### src/rtl/ram_port_arbiter_if.sv
// Requester and RAM-side signals of the two-port RAM arbiter.
// master: the requesters plus the RAM read data; slave: the arbiter.
interface ram_port_arbiter_if #(
  parameter int AW = 7,
  parameter int DW = 32
);
  logic          req0, we0, lock0;
  logic [AW-1:0] addr0;
  logic [DW-1:0] wdata0;
  logic          gnt0, rvalid0;
  logic [DW-1:0] rdata0;

  logic          req1, we1, lock1;
  logic [AW-1:0] addr1;
  logic [DW-1:0] wdata1;
  logic          gnt1, rvalid1;
  logic [DW-1:0] rdata1;

  logic          ram_wea;
  logic [AW-1:0] ram_addra, ram_addrb;
  logic [DW-1:0] ram_dina, ram_doutb;

  modport master (
    output req0, we0, lock0, addr0, wdata0,
    output req1, we1, lock1, addr1, wdata1,
    output ram_doutb,
    input  gnt0, rvalid0, rdata0, gnt1, rvalid1, rdata1,
    input  ram_wea, ram_addra, ram_addrb, ram_dina
  );

  modport slave (
    input  req0, we0, lock0, addr0, wdata0,
    input  req1, we1, lock1, addr1, wdata1,
    input  ram_doutb,
    output gnt0, rvalid0, rdata0, gnt1, rvalid1, rdata1,
    output ram_wea, ram_addra, ram_addrb, ram_dina
  );
endinterface

### src/rtl/ram_port_arbiter.sv
// Two-requester round-robin arbiter in front of a 1W/1R-comb data RAM.
// One beat per cycle, optional bounded lock for read-modify-write, and a
// registered one-cycle read response per requester.
module ram_port_arbiter #(
  parameter int AW       = 7,
  parameter int DW       = 32,
  parameter int LOCK_MAX = 4
) (
  input logic              clk,
  input logic              rst,
  ram_port_arbiter_if.slave bus
);
  typedef enum logic {ARB, LOCKED} state_t;

  state_t        state_q, state_d;
  logic          last_q, last_d;
  logic          owner_q, owner_d;
  logic [3:0]    lcnt_q, lcnt_d;
  logic [1:0]    rvalid_q, rvalid_d;
  logic [DW-1:0] rdata0_q, rdata0_d, rdata1_q, rdata1_d;

  logic          gnt0, gnt1, acc, sel, sel_we, sel_lock;
  logic          own_req, own_lock;
  logic [AW-1:0] sel_addr;
  logic [DW-1:0] sel_wdata;

  // Grant selection: the lock owner is exclusive, otherwise the requester
  // that was not served last wins a conflict. Nothing is granted in reset.
  always_comb begin
    gnt0 = 1'b0;
    gnt1 = 1'b0;
    if (!rst) begin
      if (state_q == LOCKED) begin
        gnt0 = !owner_q && bus.req0;
        gnt1 = owner_q && bus.req1;
      end else if (bus.req0 && bus.req1) begin
        gnt0 = last_q;
        gnt1 = !last_q;
      end else begin
        gnt0 = bus.req0;
        gnt1 = bus.req1;
      end
    end
    acc       = gnt0 | gnt1;
    sel       = gnt1;
    sel_we    = sel ? bus.we1    : bus.we0;
    sel_lock  = sel ? bus.lock1  : bus.lock0;
    sel_addr  = sel ? bus.addr1  : bus.addr0;
    sel_wdata = sel ? bus.wdata1 : bus.wdata0;
    own_req   = owner_q ? bus.req1  : bus.req0;
    own_lock  = owner_q ? bus.lock1 : bus.lock0;
  end

  // RAM drive follows the granted requester; idle bus is all zeros so the
  // RAM never sees stale addresses.
  always_comb begin
    bus.gnt0      = gnt0;
    bus.gnt1      = gnt1;
    bus.ram_wea   = acc && sel_we;
    bus.ram_addra = acc ? sel_addr  : '0;
    bus.ram_addrb = acc ? sel_addr  : '0;
    bus.ram_dina  = acc ? sel_wdata : '0;
    bus.rvalid0   = rvalid_q[0];
    bus.rvalid1   = rvalid_q[1];
    bus.rdata0    = rdata0_q;
    bus.rdata1    = rdata1_q;
  end

  // Next-state: round-robin pointer, lock FSM with beat counter, and the
  // read response capture (rvalid is a single-cycle pulse).
  always_comb begin
    state_d  = state_q;
    last_d   = last_q;
    owner_d  = owner_q;
    lcnt_d   = lcnt_q;
    rvalid_d = 2'b00;
    rdata0_d = rdata0_q;
    rdata1_d = rdata1_q;

    if (acc) last_d = sel;

    if (acc && !sel_we) begin
      if (sel) begin
        rvalid_d[1] = 1'b1;
        rdata1_d    = bus.ram_doutb;
      end else begin
        rvalid_d[0] = 1'b1;
        rdata0_d    = bus.ram_doutb;
      end
    end

    case (state_q)
      ARB: begin
        if (acc && sel_lock && (LOCK_MAX > 1)) begin
          state_d = LOCKED;
          owner_d = sel;
          lcnt_d  = 4'd0;
        end
      end
      LOCKED: begin
        if (!own_req || !own_lock) begin
          // Owner released voluntarily; its last granted beat (if any)
          // already moved last to the owner.
          state_d = ARB;
          lcnt_d  = 4'd0;
        end else if (lcnt_q + 4'd1 == 4'(LOCK_MAX - 1)) begin
          // Forced timeout: mark the owner as last so the waiting side
          // wins the next conflict.
          state_d = ARB;
          lcnt_d  = 4'd0;
          last_d  = owner_q;
        end else begin
          lcnt_d = lcnt_q + 4'd1;
        end
      end
      default: state_d = ARB;
    endcase
  end

  // State registers; reset leaves requester 0 as the first conflict winner.
  always_ff @(posedge clk or posedge rst) begin
    if (rst) begin
      state_q  <= ARB;
      last_q   <= 1'b1;
      owner_q  <= 1'b0;
      lcnt_q   <= 4'd0;
      rvalid_q <= 2'b00;
      rdata0_q <= '0;
      rdata1_q <= '0;
    end else begin
      state_q  <= state_d;
      last_q   <= last_d;
      owner_q  <= owner_d;
      lcnt_q   <= lcnt_d;
      rvalid_q <= rvalid_d;
      rdata0_q <= rdata0_d;
      rdata1_q <= rdata1_d;
    end
  end
endmodule

### src/flat_wrapper.sv
// flat-port wrapper written by rule: the top's interface ports become plain ports
module ram_port_arbiter_flat 
#(
  parameter int AW       = 7,
  parameter int DW       = 32,
  parameter int LOCK_MAX = 4
)
  (clk, rst, bus_req0, bus_we0, bus_lock0, bus_addr0, bus_wdata0, bus_req1, bus_we1, bus_lock1, bus_addr1, bus_wdata1, bus_ram_doutb, bus_gnt0, bus_rvalid0, bus_rdata0, bus_gnt1, bus_rvalid1, bus_rdata1, bus_ram_wea, bus_ram_addra, bus_ram_addrb, bus_ram_dina);
  ram_port_arbiter_if #(.AW(AW), .DW(DW)) bus_i ();
  input logic clk;
  input logic rst;
  input wire logic [$bits(bus_i.req0)-1:0] bus_req0;
  input wire logic [$bits(bus_i.we0)-1:0] bus_we0;
  input wire logic [$bits(bus_i.lock0)-1:0] bus_lock0;
  input wire logic [$bits(bus_i.addr0)-1:0] bus_addr0;
  input wire logic [$bits(bus_i.wdata0)-1:0] bus_wdata0;
  input wire logic [$bits(bus_i.req1)-1:0] bus_req1;
  input wire logic [$bits(bus_i.we1)-1:0] bus_we1;
  input wire logic [$bits(bus_i.lock1)-1:0] bus_lock1;
  input wire logic [$bits(bus_i.addr1)-1:0] bus_addr1;
  input wire logic [$bits(bus_i.wdata1)-1:0] bus_wdata1;
  input wire logic [$bits(bus_i.ram_doutb)-1:0] bus_ram_doutb;
  output wire logic [$bits(bus_i.gnt0)-1:0] bus_gnt0;
  output wire logic [$bits(bus_i.rvalid0)-1:0] bus_rvalid0;
  output wire logic [$bits(bus_i.rdata0)-1:0] bus_rdata0;
  output wire logic [$bits(bus_i.gnt1)-1:0] bus_gnt1;
  output wire logic [$bits(bus_i.rvalid1)-1:0] bus_rvalid1;
  output wire logic [$bits(bus_i.rdata1)-1:0] bus_rdata1;
  output wire logic [$bits(bus_i.ram_wea)-1:0] bus_ram_wea;
  output wire logic [$bits(bus_i.ram_addra)-1:0] bus_ram_addra;
  output wire logic [$bits(bus_i.ram_addrb)-1:0] bus_ram_addrb;
  output wire logic [$bits(bus_i.ram_dina)-1:0] bus_ram_dina;
  assign bus_i.req0 = bus_req0;
  assign bus_i.we0 = bus_we0;
  assign bus_i.lock0 = bus_lock0;
  assign bus_i.addr0 = bus_addr0;
  assign bus_i.wdata0 = bus_wdata0;
  assign bus_i.req1 = bus_req1;
  assign bus_i.we1 = bus_we1;
  assign bus_i.lock1 = bus_lock1;
  assign bus_i.addr1 = bus_addr1;
  assign bus_i.wdata1 = bus_wdata1;
  assign bus_i.ram_doutb = bus_ram_doutb;
  assign bus_gnt0 = bus_i.gnt0;
  assign bus_rvalid0 = bus_i.rvalid0;
  assign bus_rdata0 = bus_i.rdata0;
  assign bus_gnt1 = bus_i.gnt1;
  assign bus_rvalid1 = bus_i.rvalid1;
  assign bus_rdata1 = bus_i.rdata1;
  assign bus_ram_wea = bus_i.ram_wea;
  assign bus_ram_addra = bus_i.ram_addra;
  assign bus_ram_addrb = bus_i.ram_addrb;
  assign bus_ram_dina = bus_i.ram_dina;
  ram_port_arbiter #(.AW(AW), .DW(DW), .LOCK_MAX(LOCK_MAX)) u_core (.clk(clk), .rst(rst), .bus(bus_i));
endmodule
### config.mk
export PLATFORM = sky130hd
export DESIGN_NAME = ram_port_arbiter_flat
export DESIGN_NICKNAME = d
export VERILOG_FILES = /design/src/rtl/ram_port_arbiter_if.sv /design/src/rtl/ram_port_arbiter.sv /design/src/flat_wrapper.sv
export SDC_FILE = /design/constraint.sdc
export NUM_CORES = 1
export LEC_CHECK = 0
export ABC_CLOCK_PERIOD_IN_PS = 4200
export CAP_MARGIN = 20
export CORE_MARGIN = 2
export CORE_UTILIZATION = 40
export DETAILED_ROUTE_END_ITERATION = 8
export PLACE_DENSITY = 0.95
export RECOVER_POWER = 50
export SYNTH_ARGS = -nofsm -noshare
export SYNTH_HDL_FRONTEND = slang
export SYNTH_SLANG_ARGS = --single-unit
### constraint.sdc
create_clock -name clk -period 4.2 [get_ports clk]
set_input_delay 0.42 -clock clk [delete_from_list [all_inputs] [get_ports clk]]
set_output_delay 0.42 -clock clk [all_outputs]
set_load 0.01 [all_outputs]
# Word level (Yosys, flattened, before mapping)
# Cells that the tools add are included.
# op_classes
n_bitwise	3
shift	0
eq_ne	2
magnitude_cmp	0
n_reduce_logical	15
add_sub_neg	1
div_mod_pow	0
n_mux	29
mul	0
# op_table
op	count
2-to-1 mux 32 bit	2
2-to-1 mux 1 bit	19
2-to-1 mux 7 bit	2
2-to-1 mux 4 bit	3
one-hot mux 4 bit (2 select lines)	1
logical AND 1 bit	6
AND reduction 2 bit	3
logical NOT 1 bit	5
adder 4 x 1 -> 4 bit, second input constant	1
== test 4 x 2 -> 1 bit, second input constant	1
2-to-1 mux 2 bit	1
inequality test 2 x 1 -> 1 bit, second input constant	1
inverter 1 bit	2
one-hot mux 1 bit (2 select lines)	1
logical OR 1 bit	1
bitwise OR 1 bit	1
# totals
latch_bits	0
inputBits	118
output_inout_bits	115
wordCells	57
mem_bits_rw	0
regBits	73
n_memories	0
romBits	0

# Longest topological paths before layout
# Gate-level depths: netlist of the first run.
# depth
word_depth	9
mapped_depth	8
mapped_depth_nobuf	5

# Worst setup path before layout of the first run
# Ideal clock, no wire load.
# synth_path
path_kind	flip-flop to output port
start	reg u_core.last_q
end	out bus_ram_addrb[0]
t_required_ns	3.780
path_slack_ns	2.178
arrival_time_ns	1.602
stages_incl_launch_ff	7
n_path_buf	3
cell_sequence	dfstp_2 > nand2b_4 > o211a_1 > buf_6 > clkbuf_1 > a22o_1 > buf_4
# synth_via
elab_cells_between_ends	10
cone_classes	mux (8); bitwise (1); reduce/logical (1)
# synth_lines
item	line_no	rtl
from (decl)	ram_port_arbiter.sv:16	logic last_q, last_d;
from (signal assigned)	ram_port_arbiter.sv:132	last_q <= last_d;
2-to-1 mux 1 bit	ram_port_arbiter.sv:36	end else if (bus.req0 && bus.req1) begin
2-to-1 mux 1 bit	ram_port_arbiter.sv:33	if (state_q == LOCKED) begin
2-to-1 mux 1 bit	ram_port_arbiter.sv:32	if (!rst) begin
via bus_gnt0	flat_wrapper.sv:23	output wire logic [$bits(bus_i.gnt0)-1:0] bus_gnt0;
bitwise OR 1 bit	ram_port_arbiter.sv:44	acc = gnt0 | gnt1;
2-to-1 mux 7 bit	--	
to (decl)	flat_wrapper.sv:31	output wire logic [$bits(bus_i.ram_addrb)-1:0] bus_ram_addrb;
# The timed path passes the listed nets, and every way through them passes these cells.

# Worst setup path after layout of the first run
# layout_path
start	in rst
end	out bus_ram_dina[9]
# layout_via
elab_chain_cells	3
elab_cells_between_ends	5
cone_classes	mux (4); bitwise (1)
# layout_lines
item	line_no	rtl
from (decl)	flat_wrapper.sv:11	input logic rst;
2-to-1 mux 1 bit	ram_port_arbiter.sv:32	
2-to-1 mux 32 bit or bitwise OR 1 bit (tied branches)	ram_port_arbiter.sv:49, ram_port_arbiter.sv:44	
2-to-1 mux 32 bit (*)	ram_port_arbiter.sv:62	bus.ram_dina = acc ? sel_wdata : '0;
to (decl)	flat_wrapper.sv:32	output wire logic [$bits(bus_i.ram_dina)-1:0] bus_ram_dina;
# Mark *: on every way between the ends. The rest lies on a longest branch, timed or not.

==> flow_summary.ini, run 1 <==
[sta]
rsz0062_at_grt = false
tightest_slew_ns = 2.099
fmax_mhz = 308.6
drv_slew = 42
fin_crit_sh = 0.7715
setup_viol = 0
fin_crit_ns = 3.240
setup_tns_ns = 0
finalHoldViolCount = 0
slew_headroom = -0.3991
finClkSkew_ns = 0.01905

[critical_path]
critPathSlowestCell = o211a_1
end_kind = output pin
critPathLaunchType = primary input
r2r_setup_slack_ns = 1.53
cp_num_buf_inv = 3
reg2reg_to = u_core.bus.rdata0[30]
path_delay_family = buffers and inverters
cp_slowest_stage_delay_ns = 0.60
worst_r2r_path_depth = 6
reg2reg_from = u_core.last_q
cp_max_fo = 27
crit_type = primary input to output pin
arrival_ns = 2.82
required_ns = 3.78
cp_cell_sequence = dlygate4sd3_1 -> nor2b_1 -> o211a_1 -> buf_12 -> a22o_1 -> clkdlybuf4s50_1

[clock_tree]
clock-root-buffer = clkbuf_8
clk_path_buf_depth = 2
cts_tree = done
cts-buffers-inserted = 9
post_cts_buffers = 0
cts_resized = 0
clk_pin_slew_worst_paths_ns = 0.08
cts_sinks = 73
worstSkewPairLatency_ns = 0.36
cts_max_level = 3
postCtsHoldBufs = 0

[grt]
antenna_found_initial = 1
grt_max_degree = 50
grt_overflow = 0
grt_pass1_vias = 3307
grt_pass1_wl_um = 17770
track_usage = 0.2343

[power_and_ir_drop]
p_per_area_mw_per_mm2 = 545.0
switchingPower_mw = 1.088
switching_share = 0.3225
combPwrFrac = 0.482
pwr-share-seq = 0.357
clockPowerShare = 0.161
ir_drop_uv = 284.0
p_int_mw = 2.285
p_leak_nw = 2.653
report.power.total_mw = 3.373

[yosys]
postSynth.asyncResetShare = 1.000
yosysTopAreaCellShare = 0.4905
syn_nets = 373
yosysSeqAreaShare = 0.4976
ys_types = 39
yosys.cell_count.top_type = dfrtp_1
ys.flop_type = dfrtp_1
netlist_instances = 253
yosys-top-cells-count = 72 x dfrtp_1, 58 x mux2_4, 41 x a22o_1
yosys_warnings = 0
syn_area_mm2 = 0.003674
ys_ff_latch = 73
synth_largest_area_cell = dfrtp_1
syn_area_per_cell_um2 = 14.52
synthTopCellsByArea = dfrtp_1 49%, mux2_4 24%, a22o_1 9.8%
synth_edf_count = 0

[layout]
fill_cells = 605
seq_area_mm2 = 0.001828
multi_input_area_mm2 = 0.001627
drive_gt1_frac = 0.1850
area_growth_pct = 68.46
layout.nets = 596

[placement]
place.gp.congestion = 0.7978
port_buffers = 232
hpwl_um = 9024

[worst_hold_path]
hold_path_depth = 1
hold_start = u_core.bus.rdata1[6]
min_to = u_core.bus.rdata1[6]
hold_class = flop to flop

[floorplan]
die_area_mm2 = 0.009966
core_area_mm2 = 0.008806
rows = 34
die_height_um = 99.83
die_w_um = 99.83
initial_core_util = 0.4172
io-pin-count = 233

[detailed_routing]
drt-initial-drc-count = 99
via_count = 3007
avgViaCountPerCell = 5.097
drc = 0
drt_pass1_iterations = 4
wl_per_cell_um = 19.76
drt_wl_total_um = 11660
ant_nets = 0

[outcome]
violations = max-capacitance violations, max-slew violations
outcome = finished with violations

[flow_run]
cap_violations = 1
==> how the worst max path moves through the flow <==
stage          startpoint  slack (ns)                    end  cells after the start
3_5_place_dp     bus_req0        1.00  u_core.bus.rdata0[28]                      7
2_1_floorplan         rst        1.93   u_core.bus.rdata0[0]                      1
3_3_place_gp     bus_req0        1.14  u_core.bus.rdata0[28]                      7
5_1_grt               rst        0.81            bus_ram_wea                      6
6_report              rst        0.96        bus_ram_dina[9]                      6
4_1_cts          bus_req0        1.04            bus_ram_wea                      6
==> per-stage QoR <==
step | std cells | setup WS (ns) | hold WS [ns] | cell area (um^2) | util
after CTS | 588 | 1.045 | 0.5182 | 6186 | 0.7025
after global routing | 590 | 0.8098 | 0.5250 | 6188 | 0.7028
after global placement | 572 | 1.142 | 0.4914 | 5993 | 0.6806
after detailed placement | 572 | 1.003 | 0.4936 | 5993 | 0.6806
final | 590 | 0.9595 | 0.5081 | 6188 | 0.7028
after floorplan | 253 | 1.928 | 0.5179 | 3674 | -
==> cells by family (layout without fill, tap and decap cells) <==
logic type,count (synthesis),count (layout),synth area share
flops,73,73,0.4976
mux,66,66,0.2612
compound gates,60,60,0.1366
buf+inv,31,259,0.05960
simple gates,20,20,0.03577
fa+ha+maj,2,2,0.006811
xor+xnor,1,1,0.002385
other cells,0,1,0
==> sequential cells by signal (all words and copies together) (netlist names) <==
name	flops
u_core.lcnt_q	4
u_core.last_q	1
u_core.owner_q	1
u_core.state_q	1
u_core.bus.rdata1	32
u_core.bus.rdata0	32
u_core.rvalid_q	2
==> final cells by class <==
| class | count | share of cell area |
|---|---|---|
| clock inverters | 7 | 0.01112 |
| flip-flops and latches | 73 | 0.2954 |
| repair buffers | 238 | 0.3854 |
| well taps | 108 | 0.02184 |
| clock buffers | 9 | 0.02002 |
| inverters | 5 | 0.003033 |
| diodes | 1 | 0.0004044 |
| multi-input cells | 149 | 0.2628 |
==> cells in the final DEF, fill, tap and decap left out, types with 3 or more instances in the layout <==
cell type and instances:
nand2_1 5, clkdlybuf4s50_1 175, mux2_4 58, dlygate4sd3_1 57, mux2_2 7, inv_8 3, clkbuf_8 9, a31oi_1 3
inv_1 5, dfrtp_1 72, a22o_1 41
==> power by group through the flow <==
stage	Combinational, mW	Clock [mW]	Sequential, mW
3_3_place_gp	1.67	0	1.20
2_1_floorplan	0.667	0	1.32
6_report	1.63	0.542	1.20
3_5_place_dp	1.72	0	1.22
5_1_grt	1.72	0.589	1.24
4_1_cts	1.73	0.554	1.22
==> metal layers <==
| layer | GRT usage | vias up | wire length, um |
|---|---|---|---|
| met2 | 0.4096 | 155 | 5973 |
| met3 | 0.06685 | 24 | 869 |
| li1 | - | 1387 | - |
| met4 | 0.1054 | 0 | 414 |
| met5 | 0 | - | 0 |
| met1 | 0.2665 | 1441 | 4399 |
Note: power is estimated with default switching activity, not from simulation.
==> run 2, diff against run 1 <==
--- a/config.mk
+++ b/config.mk
@@ -5,12 +5,12 @@
 export SDC_FILE = /design/constraint.sdc
 export NUM_CORES = 1
 export LEC_CHECK = 0
-export ABC_CLOCK_PERIOD_IN_PS = 4200
+export ABC_CLOCK_PERIOD_IN_PS = 3360
 export CAP_MARGIN = 20
 export CORE_MARGIN = 2
-export CORE_UTILIZATION = 40
+export CORE_UTILIZATION = 37
 export DETAILED_ROUTE_END_ITERATION = 8
-export PLACE_DENSITY = 0.95
+export PLACE_DENSITY = 0.9
 export RECOVER_POWER = 50
 export SYNTH_ARGS = -nofsm -noshare
 export SYNTH_HDL_FRONTEND = slang
==> constraint.sdc (replaced) <==
create_clock -name clk -period 3.36 [get_ports clk]
set_input_delay 0.336 -clock clk [delete_from_list [all_inputs] [get_ports clk]]
set_output_delay 0.336 -clock clk [all_outputs]
set_load 0.01 [all_outputs]
==> run 2 against run 1 <==
The flow now finishes without violations; hold slack lost 0.072 ns; sequential cell count is the same; cell area grew 1.1%; clock-buffer cell count grew 2; cell count grew 4.6%; non-clock buffer count grew 1; clock skew shrank 0.0079 ns; combinational power grew 25%; via count grew 1.3%; first-iteration DRC count shrank 32%; utilization shrank 5.7 points; sequential power grew 24%; highest routed layer unchanged.
==> flow_summary.ini, run 2 (same netlist as run 1, synthesis figures left out) <==
[outcome]
outcome = completed

[sta]
worst_slack_ns = 0.4708
finalHoldViolCount = 0
rsz0062_at_grt = false
tightest_slew_ns = 0.8759
finClkSkew_ns = 0.01116
fin_crit_sh = 0.8599
fin_crit_ns = 2.889
setup_tns_ns = 0
fmax_mhz = 346.1
slew_headroom = 0.4161
drv_slew = 0
setup_viol = 0

[detailed_routing]
ant_nets = 0
drc = 0
avgViaCountPerCell = 4.937
drt_wl_total_um = 11300
via_count = 3046
drt_pass1_iterations = 7
wl_per_cell_um = 18.32
drt-initial-drc-count = 67

[clock_tree]
cts_tree = done
cts_sinks = 73
worstSkewPairLatency_ns = 0.34
clock-root-buffer = clkbuf_8
cts_max_level = 3
clk_pin_slew_worst_paths_ns = 0.07
cts-buffers-inserted = 9
post_cts_buffers = 0
postCtsHoldBufs = 0
cts_resized = 0
clk_path_buf_depth = 2

[floorplan]
initial_core_util = 0.3793
die_height_um = 103.6
die_w_um = 103.6
die_area_mm2 = 0.01074
io-pin-count = 233
core_area_mm2 = 0.009684
rows = 36

[layout]
layout.nets = 597
area_growth_pct = 70.27
final_cells = 617
drive_gt1_frac = 0.1846
final_cell_mix = 174 x clkdlybuf4s50_1, 72 x dfrtp_1, 58 x mux2_4, 58 x dlygate4sd3_1, 41 x a22o_1
fin_util = 0.6459
final_common_cell = clkdlybuf4s50_1
fill_cells = 713

[power_and_ir_drop]
clockPowerShare = 0.150
pwr-share-seq = 0.358
p_int_mw = 2.865
p_per_area_mw_per_mm2 = 662.8
p_leak_nw = 2.659
combPwrFrac = 0.491
switching_share = 0.3090
ir_drop_uv = 290.3
report.power.total_mw = 4.146
switchingPower_mw = 1.281

[critical_path]
critPathSlowestCell = dlygate4sd3_1
cp_cell_sequence = dlygate4sd3_1 -> and2b_1 -> o211a_1 -> buf_12 -> a22o_1 -> clkdlybuf4s50_1
cp_max_fo = 37
worst_r2r_path_depth = 6
crit_type = primary input to output pin
arrival_ns = 2.55
reg2reg_from = u_core.last_q
r2r_setup_slack_ns = 0.97
cp_slowest_stage_delay_ns = 0.58
reg2reg_to = u_core.bus.rdata0[29]
end_kind = output pin
required_ns = 3.02
path_delay_family = buffers and inverters
critPathLaunchType = primary input
cp_num_buf_inv = 3

[placement]
place_ws_ns = 0.5420
dp.cells = 598
port_buffers = 232
place.gp.congestion = 0.8546
hpwl_um = 8648

[grt]
grt_max_degree = 48
grt_overflow = 0
track_usage = 0.2065
antenna_found_initial = 2
grt_pass1_wl_um = 17660
grt_pass1_vias = 3256

[worst_hold_path]
hold_class = primary input to async pin

[flow_run]
cap_violations = 0
run 2: cell count changes in the layout (fill, tap and decap cells not counted), sizes merged:
cell	change
clkinvlp	+1
clkbuf	+2
buf	+1
diode	+1
clkdlybuf4s50	-1
clkinv	+1
dlygate4sd3	+1
inv	-4
run 2: layout make-up:
cell class,count,area (um^2),share of cell area
Timing Repair Buffer,239,2430,0.3885
Sequential cell,73,1828,0.2923
Multi-Input combinational cell,149,1627,0.2601
Tap cell,133,166.4,0.02661
Clock buffer,11,141.4,0.02260
Clock inverter,5,38.79,0.006201
Inverter,5,18.77,0.003001
Antenna cell,2,5.005,0.0008002
run 2: stage by stage:
stage | area [um^2] | hold WS, ns
global placement | 6057 | 0.4907
detailed placement | 6057 | 0.4932
CTS | 6237 | 0.5150
global route | 6255 | 0.4393
finish | 6255 | 0.4357
floorplan | 3674 | 0.4405
run 2: worst reg2reg max path, stage by stage, from the launching register on:
cell and delay, ns:
dfstp_2 0.56, nand2b_4 0.13, o211a_1 0.38, buf_12 0.24
nor2b_4 0.35, buf_12 0.28, mux2_2 0.36
run 2: power by group through the flow:
stage | Sequential, mW | Clock [mW] | Combinational [mW]
after global routing | 1.54 | 0.676 | 2.15
after CTS | 1.50 | 0.644 | 2.17
after detailed placement | 1.51 | 0 | 2.16
after global placement | 1.51 | 0 | 2.11
final | 1.49 | 0.624 | 2.04
after floorplan | 1.64 | 0 | 0.834
run 2: worst max-delay path by stage:
stage / slack, ns / cells past startpoint / to / start
finish: 0.47 / 6 / bus_ram_dina[14] / rst
global placement: 0.62 / 6 / bus_ram_dina[14] / bus_req0
floorplan: 1.17 / 1 / u_core.bus.rdata0[0] / rst
CTS: 0.55 / 6 / bus_ram_dina[14] / bus_req0
detailed placement: 0.54 / 7 / u_core.bus.rdata0[29] / bus_req0
global route: 0.40 / 6 / bus_ram_addra[6] / rst
run 2: routing by layer:
layer	GRT usage	part of all wire	wire, um	vias up
met1	0.2341	0.39	4376	1488
met5	0	0	0	-
li1	-	-	-	1387
met3	0.05412	0.067	754	21
met4	0.09073	0.028	316	0
met2	0.3661	0.52	5856	150
